[src/rtl/bp_pkg.sv]
// Shared types for the branch-predictor update path: PHT counter encoding,
// update-scheduler states and the queued update record.
package bp_pkg;

  localparam int BP_BHR_W = 8;

  typedef enum logic [1:0] {
    STRONG_NT = 2'b00,
    WEAK_NT   = 2'b01,
    WEAK_T    = 2'b10,
    STRONG_T  = 2'b11
  } p_state_t;

  typedef enum logic [1:0] {INIT, IDLE, DRAIN, RECOVER} sched_state_t;

  typedef struct packed {
    logic [BP_BHR_W-1:0] idx;
    logic                taken;
  } br_upd_t;

endpackage

[src/rtl/bp_upd_fifo.sv]
// In-order update FIFO: up to two writes and one read per cycle, with flush.
module bp_upd_fifo
  import bp_pkg::*;
#(
  parameter int DEPTH = 8
) (
  input  logic                   clk,
  input  logic                   rst,
  input  logic                   i_flush,
  input  logic [1:0]             i_wr_n,
  input  br_upd_t                i_wr_d0,
  input  br_upd_t                i_wr_d1,
  input  logic                   i_pop,
  output br_upd_t                o_head,
  output logic [$clog2(DEPTH):0] o_count,
  output logic                   o_empty
);

  localparam int AW = $clog2(DEPTH);
  localparam int PW = AW + 1;

  logic [PW-1:0] r_wp;
  logic [PW-1:0] r_rp;
  logic [PW-1:0] w_wp1;
  br_upd_t       r_mem [DEPTH];

  // Pointers carry a wrap bit: equal means empty, MSB-only difference means full.
  assign w_wp1   = r_wp + PW'(1);
  assign o_head  = r_mem[r_rp[AW-1:0]];
  assign o_count = r_wp - r_rp;
  assign o_empty = (r_wp == r_rp);

  always_ff @(posedge clk or posedge rst) begin
    if (rst) begin
      r_wp <= '0;
      r_rp <= '0;
    end else if (i_flush) begin
      r_rp <= r_wp;
    end else begin
      r_wp <= r_wp + PW'(i_wr_n);
      if (i_pop) r_rp <= r_rp + PW'(1);
    end
  end

  always_ff @(posedge clk) begin
    if (!i_flush) begin
      if (i_wr_n != 2'd0) r_mem[r_wp[AW-1:0]]  <= i_wr_d0;
      if (i_wr_n == 2'd2) r_mem[w_wp1[AW-1:0]] <= i_wr_d1;
    end
  end

endmodule

[src/rtl/bp_update_sched.sv]
// PHT write-port scheduler: init sweep, in-order training drain, BHR recovery.
// Optional macro BP_UPD_SCHED_STATS_EN adds training/recovery event counters.
module bp_update_sched
  import bp_pkg::*;
#(
  parameter int BHR_W   = BP_BHR_W,
  parameter int PHT_NUM = 2**BHR_W,
  parameter int Q_DEPTH = 8
) (
  input  logic             clk,
  input  logic             rst,
  input  logic             br0_valid_i,
  output logic             br0_ready_o,
  input  logic [BHR_W-1:0] br0_idx_i,
  input  logic             br0_taken_i,
  input  logic             br0_mispred_i,
  input  logic             br1_valid_i,
  output logic             br1_ready_o,
  input  logic [BHR_W-1:0] br1_idx_i,
  input  logic             br1_taken_i,
  input  logic             br1_mispred_i,
  input  logic             flush_i,
  output logic             pht_we_o,
  output logic [BHR_W-1:0] pht_widx_o,
  output logic             pht_wtaken_o,
  output logic             pht_init_o,
  output logic             rcv_valid_o,
  output logic [BHR_W-1:0] rcv_bhr_o,
  output logic             rcv_taken_o,
  output logic             busy_o
`ifdef BP_UPD_SCHED_STATS_EN
  ,
  output logic [31:0]      stat_upd_o,
  output logic [31:0]      stat_mis_o
`endif
);

  // state   | meaning
  // INIT    | sweeping every PHT entry to WEAK_NT
  // IDLE    | queue empty, no write
  // DRAIN   | one queued update written to the PHT
  // RECOVER | BHR recovery strobe, PHT port held off

  localparam int               CW         = $clog2(Q_DEPTH) + 1;
  localparam logic [BHR_W-1:0] SWEEP_LAST = BHR_W'(PHT_NUM - 1);
  localparam logic [CW-1:0]    READY_MAX  = CW'(Q_DEPTH - 2);

  sched_state_t     r_state, w_state_nxt;
  logic [BHR_W-1:0] r_sweep, w_sweep_nxt;
  logic             r_we, r_wtaken, r_init, r_rcv_valid, r_rcv_taken, r_ready, r_busy;
  logic [BHR_W-1:0] r_widx, r_rcv_bhr;

  logic             w_acc0, w_acc1, w_mis0, w_mis1, w_mis;
  br_upd_t          w_br0, w_br1, w_in_a, w_in_b, w_rcv;
  logic [1:0]       w_in_n;
  logic             w_we, w_wtaken, w_init;
  logic [BHR_W-1:0] w_widx;
  logic             w_f_flush, w_f_pop, w_f_empty;
  logic [1:0]       w_f_wr_n;
  br_upd_t          w_f_d0, w_f_d1, w_f_head;
  logic [CW-1:0]    w_f_count, w_cnt_nxt;

  assign w_acc0 = br0_valid_i & br0_ready_o;
  assign w_acc1 = br1_valid_i & br1_ready_o;
  assign w_mis0 = w_acc0 & br0_mispred_i;
  assign w_mis1 = w_acc1 & br1_mispred_i;
  assign w_mis  = w_mis0 | w_mis1;
  assign w_br0  = {br0_idx_i, br0_taken_i};
  assign w_br1  = {br1_idx_i, br1_taken_i};
  assign w_in_a = w_acc0 ? w_br0 : w_br1;
  assign w_in_b = w_br1;
  assign w_in_n = {1'b0, w_acc0} + {1'b0, w_acc1};
  assign w_rcv  = w_mis0 ? w_br0 : w_br1;

  bp_upd_fifo #(.DEPTH(Q_DEPTH)) u_fifo (
    .clk     (clk),
    .rst     (rst),
    .i_flush (w_f_flush),
    .i_wr_n  (w_f_wr_n),
    .i_wr_d0 (w_f_d0),
    .i_wr_d1 (w_f_d1),
    .i_pop   (w_f_pop),
    .o_head  (w_f_head),
    .o_count (w_f_count),
    .o_empty (w_f_empty)
  );

  always_comb begin
    w_state_nxt = r_state;
    w_sweep_nxt = r_sweep;
    w_we        = 1'b0;
    w_init      = 1'b0;
    w_widx      = '0;
    w_wtaken    = 1'b0;
    w_f_flush   = 1'b0;
    w_f_pop     = 1'b0;
    w_f_wr_n    = 2'd0;
    w_f_d0      = w_in_a;
    w_f_d1      = w_in_b;
    w_cnt_nxt   = w_f_count;
    case (r_state)
      INIT: begin
        w_we        = 1'b1;
        w_init      = 1'b1;
        w_widx      = r_sweep;
        w_sweep_nxt = r_sweep + BHR_W'(1);
        if (r_sweep == SWEEP_LAST) w_state_nxt = IDLE;
      end
      default: begin
        if (flush_i) begin
          w_f_flush   = 1'b1;
          w_cnt_nxt   = '0;
          w_state_nxt = IDLE;
        end else if (w_mis) begin
          w_f_wr_n    = w_in_n;
          w_cnt_nxt   = w_f_count + CW'(w_in_n);
          w_state_nxt = RECOVER;
        end else if (!w_f_empty) begin
          w_we        = 1'b1;
          w_widx      = w_f_head.idx;
          w_wtaken    = w_f_head.taken;
          w_f_pop     = 1'b1;
          w_f_wr_n    = w_in_n;
          w_cnt_nxt   = w_f_count + CW'(w_in_n) - CW'(1);
          w_state_nxt = DRAIN;
        end else if (w_in_n != 2'd0) begin
          // Empty queue: the oldest arriving update bypasses straight to the write port.
          w_we        = 1'b1;
          w_widx      = w_in_a.idx;
          w_wtaken    = w_in_a.taken;
          w_f_d0      = w_in_b;
          w_f_wr_n    = w_in_n - 2'd1;
          w_cnt_nxt   = CW'(w_in_n - 2'd1);
          w_state_nxt = DRAIN;
        end else begin
          w_state_nxt = IDLE;
        end
      end
    endcase
  end

  always_ff @(posedge clk or posedge rst) begin
    if (rst) begin
      r_state     <= INIT;
      r_sweep     <= '0;
      r_we        <= 1'b0;
      r_widx      <= '0;
      r_wtaken    <= 1'b0;
      r_init      <= 1'b0;
      r_rcv_valid <= 1'b0;
      r_rcv_bhr   <= '0;
      r_rcv_taken <= 1'b0;
      r_ready     <= 1'b0;
      r_busy      <= 1'b1;
    end else begin
      r_state     <= w_state_nxt;
      r_sweep     <= w_sweep_nxt;
      r_we        <= w_we;
      r_widx      <= w_widx;
      r_wtaken    <= w_wtaken;
      r_init      <= w_init;
      r_rcv_valid <= w_mis;
      r_rcv_bhr   <= w_mis ? w_rcv.idx : '0;
      r_rcv_taken <= w_mis & w_rcv.taken;
      r_ready     <= !w_init && (w_cnt_nxt <= READY_MAX);
      r_busy      <= w_init || (w_cnt_nxt != '0);
    end
  end

  assign br0_ready_o  = r_ready;
  assign br1_ready_o  = r_ready;
  assign pht_we_o     = r_we;
  assign pht_widx_o   = r_widx;
  assign pht_wtaken_o = r_wtaken;
  assign pht_init_o   = r_init;
  assign rcv_valid_o  = r_rcv_valid;
  assign rcv_bhr_o    = r_rcv_bhr;
  assign rcv_taken_o  = r_rcv_taken;
  assign busy_o       = r_busy;

`ifdef BP_UPD_SCHED_STATS_EN
  logic [31:0] r_stat_upd, r_stat_mis;

  always_ff @(posedge clk or posedge rst) begin
    if (rst) begin
      r_stat_upd <= '0;
      r_stat_mis <= '0;
    end else begin
      if (w_we && !w_init) r_stat_upd <= r_stat_upd + 32'd1;
      if (w_mis)           r_stat_mis <= r_stat_mis + 32'd1;
    end
  end

  assign stat_upd_o = r_stat_upd;
  assign stat_mis_o = r_stat_mis;
`endif

endmodule

[config.mk]
export PLATFORM = sky130hd
export DESIGN_NAME = bp_update_sched
export DESIGN_NICKNAME = d
export VERILOG_FILES = /design/src/rtl/bp_pkg.sv /design/src/rtl/bp_upd_fifo.sv /design/src/rtl/bp_update_sched.sv
export SDC_FILE = /design/constraint.sdc
export NUM_CORES = 1
export LEC_CHECK = 0
export CORE_ASPECT_RATIO = 2
export CORE_UTILIZATION = 40
export DETAILED_ROUTE_END_ITERATION = 8
export PLACE_DENSITY_LB_ADDON = 0.05
export SLEW_MARGIN = 20
export SYNTH_ARGS = -nofsm -noshare
export SYNTH_HDL_FRONTEND = slang
export SYNTH_SLANG_ARGS = --single-unit
[constraint.sdc]
create_clock -name clk -period 10.9 [get_ports clk]
set_input_delay 2.18 -clock clk [delete_from_list [all_inputs] [get_ports clk]]
set_output_delay 2.18 -clock clk [all_outputs]
set_load 0.01 [all_outputs]
== Word-level counts from Yosys, hierarchy flattened ==
Memory sizes are Yosys's and may differ from the RTL's.
Cells that the tools add are included.
W data, S select, Z words.

* Bits in registers: 41
* RAM bits: 72
* Input bits: 25
* Word-level logic and storage cells: 97
* Memories kept: 1

* $add $sub $neg: 10
* Magnitude comparators: 1
* Equality and inequality tests: 4
* Multiplexer cells: 54
* Bitwise logic cells: 6
* Reduce and logical (&&, ||, !) cells: 8

{| class="wikitable"
|+ Memory list
! memory !! depth !! width !! read ports !! clocked after Yosys merged registers in !! wr ports !! RTL line !! RTL
|-
| u_fifo.r_mem || 8 || 9 || 1 || 0 || 2 || bp_upd_fifo.sv:25 || <nowiki>br_upd_t r_mem [DEPTH];</nowiki>
|}

{| class="wikitable"
|+ Operator list
! operator !! count
|-
| $mux W9 || 7
|-
| $mux W8 || 6
|-
| $mux W4 || 7
|-
| $mux W1 || 23
|-
| $mux W2 || 11
|-
| $add A4 B2 Y4 || 2
|-
| $add A8 B1 Y8 const B || 1
|-
| $eq A8 B8 Y1 const B || 1
|-
| $reduce_bool A2 Y1 || 3
|-
| $and A1 B1 Y1 || 5
|-
| $add A4 B1 Y4 const B || 1
|-
| $eq A4 B4 Y1 || 1
|-
| $le A4 B3 Y1 const B || 1
|-
| $reduce_bool A4 Y1 || 1
|-
| $sub A4 B1 Y4 const B || 1
|-
| $sub A4 B4 Y4 || 1
|-
| $add A3 B1 Y3 const B || 1
|-
| $sub A2 B1 Y3 const B || 1
|-
| $add A1 B1 Y2 || 1
|-
| $eq A2 B2 Y1 const B || 1
|-
| $logic_not A2 Y1 || 1
|-
| $ne A2 B2 Y1 const B || 1
|-
| $sub A2 B1 Y2 const B || 1
|-
| $logic_and A1 B1 Y1 || 1
|-
| 3 further kinds || 3
|}

== Depth between registers and ports, before layout ==
* Depth after elaboration: 12
* Gate-level depth with buffers: 14
* Depth with buffers taken out: 12

== By module ==
From an unflattened synthesis, not the netlist that was laid out.

* Cell total of the unflattened synthesis: 504
* Area, all modules: 6233.5 µm²

{| class="wikitable"
|+ By module, submodules not included
! module !! instances !! cells each !! area an instance (µm²) !! seq. area each (µm²)
|-
| bp_upd_fifo || 1 || 299 || 4340.4 || 2362.3
|-
| bp_update_sched || 1 || 205 || 1893.1 || 827.0
|}

== Worst setup path after synthesis ==
OpenSTA, ideal clock, no wires.

* Path type: in2reg
* Start point: input br0_valid_i
* End point: register r_ready, in the netlist br0_ready_o
* Arrival: 4.327 ns
* Required time: 10.771 ns
* Slack: 6.444 ns
* Cell stages on the path: 11
* Path through: nand2_1 -> inv_1 -> ha_1 -> ha_1 -> fa_1 -> inv_1 -> ha_1 -> nand2b_1 -> a311o_1 -> nor3_1 -> a21oi_1

* Cells in the longest elaborated chain, start to end: 10

{| class="wikitable"
|+ RTL lines
! what !! RTL line !! RTL
|-
| start, declared || bp_update_sched.sv:12 || <nowiki>input logic br0_valid_i,</nowiki>
|-
| $and A1 B1 Y1 * || bp_update_sched.sv:63 || <nowiki>assign w_acc0 = br0_valid_i & br0_ready_o;</nowiki>
|-
| $add A1 B1 Y2 || bp_update_sched.sv:72 || <nowiki>assign w_in_n = {1'b0, w_acc0} + {1'b0, w_acc1};</nowiki>
|-
| $add A4 B2 Y4, or another cell as far along || bp_update_sched.sv:116, bp_update_sched.sv:124 ||
|-
| $sub A4 B1 Y4 / $mux W4 (equally long branches) || bp_update_sched.sv:124, bp_update_sched.sv:126 ||
|-
| $mux W4 || bp_update_sched.sv:118 || <nowiki>end else if (!w_f_empty) begin</nowiki>
|-
| $mux W4 * || bp_update_sched.sv:114 || <nowiki>end else if (w_mis) begin</nowiki>
|-
| $mux W4 * || bp_update_sched.sv:110 || <nowiki>if (flush_i) begin</nowiki>
|-
| $mux W4 * || bp_update_sched.sv:101 || <nowiki>case (r_state)</nowiki>
|-
| $le A4 B3 Y1 * || bp_update_sched.sv:165 || <nowiki>r_ready <= !w_init && (w_cnt_nxt <= READY_MAX);</nowiki>
|-
| $logic_and A1 B1 Y1 * || bp_update_sched.sv:165 ||
|-
| end signal, assigned || bp_update_sched.sv:165 ||
|-
| end, declared || bp_update_sched.sv:50 || <nowiki>logic r_we, r_wtaken, r_init, r_rcv_valid, r_rcv_taken, r_ready, r_busy;</nowiki>
|}

Every way passes the cells marked *; elsewhere a longest branch is shown, timed or not.
A chain may end at the register's enable or synchronous reset.

==> results by group <==
Worst setup path
  – Critical Path AT: 5.54 ns
  – Worst Reg2Reg Path Length in Cells: 8
  – Flop2flop setup slack: 7.11 ns
  – Critical path class: input port to register
  – Critical path fanouts, max: 11
  – WP data required: 11.03 ns
  – Startpoint Class: input port
  – Nature of the critical path endpoint: register

Timing
  – Slew at the pin closest to its max-slew limit: 1.04 ns
  – Fin crit period: 5.41 ns
  – Max transition margin: 30.4%
  – RSZ-0062 raised after global routing: false
  – Tcrit/Tclk final: 49.6%
  – Final setup fails: 0
  – Max frequency: between 0.15 and 0.2 GHz
  – Max Slew Vio Count: 0
  – Final count of hold timing violations: 0
  – Worst Clk Skew: 0.00552 ns
  – Setup TNS: 0 ns
  – Min Hold Slack: 0.508 ns

Routing
  – Post-DRT Antenna Nets: 0
  – Remaining DRCs: 0
  – DR vias: 4369
  – Post-Route WL: 17500 µm
  – Vias per cell: around 5.5
  – DR iter-0 viols: 259
  – Wire per inst: 22.2 µm
  – Drt pass-1 iters: 5

Die
  – Core area: 14900 µm²
  – Num rows: 63
  – Initial core utilization: slightly above 40%
  – Die width: 89.6 µm
  – Die area: 15900 µm²
  – Top-level port count: 49
  – Die Span Y: roughly 180 µm

Power
  – P_leak: ~2.8 nW
  – VDD IR-drop max: around 0.09 mV
  – Pwr dens: 247 nW/µm²

Yosys
  – Number of synthesized flops with an enable pin: 72
  – Area leader, netlist: edfxtp_1
  – Share of the synthesized area in the top cell type: 35.2%
  – Dominant synthesized flop cell: edfxtp_1
  – Async SR Flop Fraction: a little over a third
  – Register bit total from synthesis: 113
  – Synth Instances: 540
  – Synthesized area: 6130 µm²
  – Register area share after synthesis: 52.0%
  – Commonest cells in the netlist: a21oi_1 (80), nor2_1 (78), edfxtp_1 (72)
  – Syn. warnings: 0
  – Top post-synthesis cells by area: edfxtp_1 (35%), dfrtp_1 (16%), mux4_2 (6.6%)
  – Number of distinct library cells after synthesis: 54
  – Post-Syn Nets: 581
  – Synth Area per Inst: roughly 11 µm²
  – Top-count cell post-synth: a21oi_1

Placed design
  – Port Buffers: 48
  – DPL Wire Length: 12400 µm
  – Placed cell count: ~760
  – Final Wtd Congestion: 0.820

Clocking
  – Root buffer cell: clkbuf_16
  – CTS Buffer Depth: 2
  – Clock transition at the registers of the reported paths: 0.06 ns
  – H-Tree Depth: 4
  – # resized after CTS: 0
  – Post-CTS Setup Bufs: 0
  – Clock sink total: approximately 110
  – Num CTS Buffers: 17
  – Hold_buf cts: 0
  – CTS tree: yes
  – Worst skew pair latency: 0.42 ns

Run status
  – Outcome: completed

GRT
  – First-pass GRT wire length: 26700 µm
  – Initial antenna violation count: 0
  – Overflow after GRT: 0
  – Vias in the first global route: 4548
  – Largest net degree at the start of global routing: 42
  – Total Routing Usage GR: 24.0%

Hold path
  – Worst Hold Depth: 1
  – Hold Path Class: register to register

Final layout
  – Antenna Cells: 0
  – Share of layout cells above drive strength 1: 15.1%
  – Layout area overhead: 19.8%
  – Fin cells: 790
  – Net count reported at finish: about 620

Flow run
  – Max-Cap Viols: 0
-- metrics by stage --
step                      util [%]  power (mW)  setup slack [ns]  area [µm²]
final                         49.3        1.82              5.49        7350
after global routing          49.3        1.92              5.25        7350
after detailed placement      45.5        1.28              5.05        6780
after global placement        45.5        1.28              5.07        6780
after CTS                     49.3        1.83              5.47        7350
after floorplan                  -        1.08              6.44        6130
-- layer usage --
layer	vias up	track usage (%)	part of all wire, %
li1	2041	-	-
met1	2160	26.5	36
met2	129	42.9	56
met3	39	4.29	4.1
met4	0	11.6	3.3
met5	-	0	0
-- where the power goes --
part	switching, mW	internal (mW)
Sequential	0.0511	0.521
Clock	0.207	0.334
Combinational	0.386	0.317
-- cells in the final DEF, fill, tap and decap left out, types with 11 or more instances in the layout --
cell type	netlist	layout
a21oi_1	80	80
nor2_1	78	78
edfxtp_1	72	72
nand2_1	48	48
clkdlybuf4s50_1	0	48
dfrtp_1	40	40
mux2i_1	19	19
mux4_2	18	18
clkbuf_16	0	17
inv_1	17	16
ha_1	13	13
xnor2_1	11	11
o21ai_0	11	11
-- critical path, stage by stage --
cell and delay, ns:
clkdlybuf4s50_1 0.51, nand2_1 0.38, ha_1 0.48, or4_1 0.78, and2_1 0.60, mux2i_4 0.47, a21oi_1 0.12
-- area by class of cell --
| class | instances | area [µm²] |
|---|---|---|
| flip-flops and latches | 113 | 3190 |
| multi-input cells | 373 | 2720 |
| well taps | 195 | 244 |
| clock inverters | 14 | 139 |
| repair buffers | 58 | 556 |
| clock buffers | 18 | 429 |
| fillers | 1348 | 7550 |
| inverters | 19 | 71.3 |
-- sequential cells by signal (all words and copies together), names as in the netlist, 2 cells and up --
register,count
rcv_bhr_o,8
u_fifo.r_rp,4
r_sweep,8
u_fifo.r_wp,4
r_state,2
u_fifo.r_mem,72
pht_widx_o,8
-- final timing paths --
check | start | end
worst max-delay path | br0_valid_i | u_fifo.r_mem[0][7]
worst min-delay path | r_sweep[7] | r_sweep[7]
worst max register to register | u_fifo.r_wp[0] | u_fifo.r_mem[0][7]
worst min register to register | r_sweep[7] | r_sweep[7]
max in group asynchronous | rst | u_fifo.r_rp[1]
min in group asynchronous | rst | pht_init_o
-- kinds of logic after synthesis --
family | count (synthesis) | share of synthesized area [%]
fa+ha+maj | 16 | 3.63
compound gates | 122 | 12.1
simple gates | 163 | 11.4
xor+xnor | 18 | 2.94
flops | 113 | 52.0
mux | 54 | 14.3
buf+inv | 54 | 3.69
(Power assumes the default switching activity.)
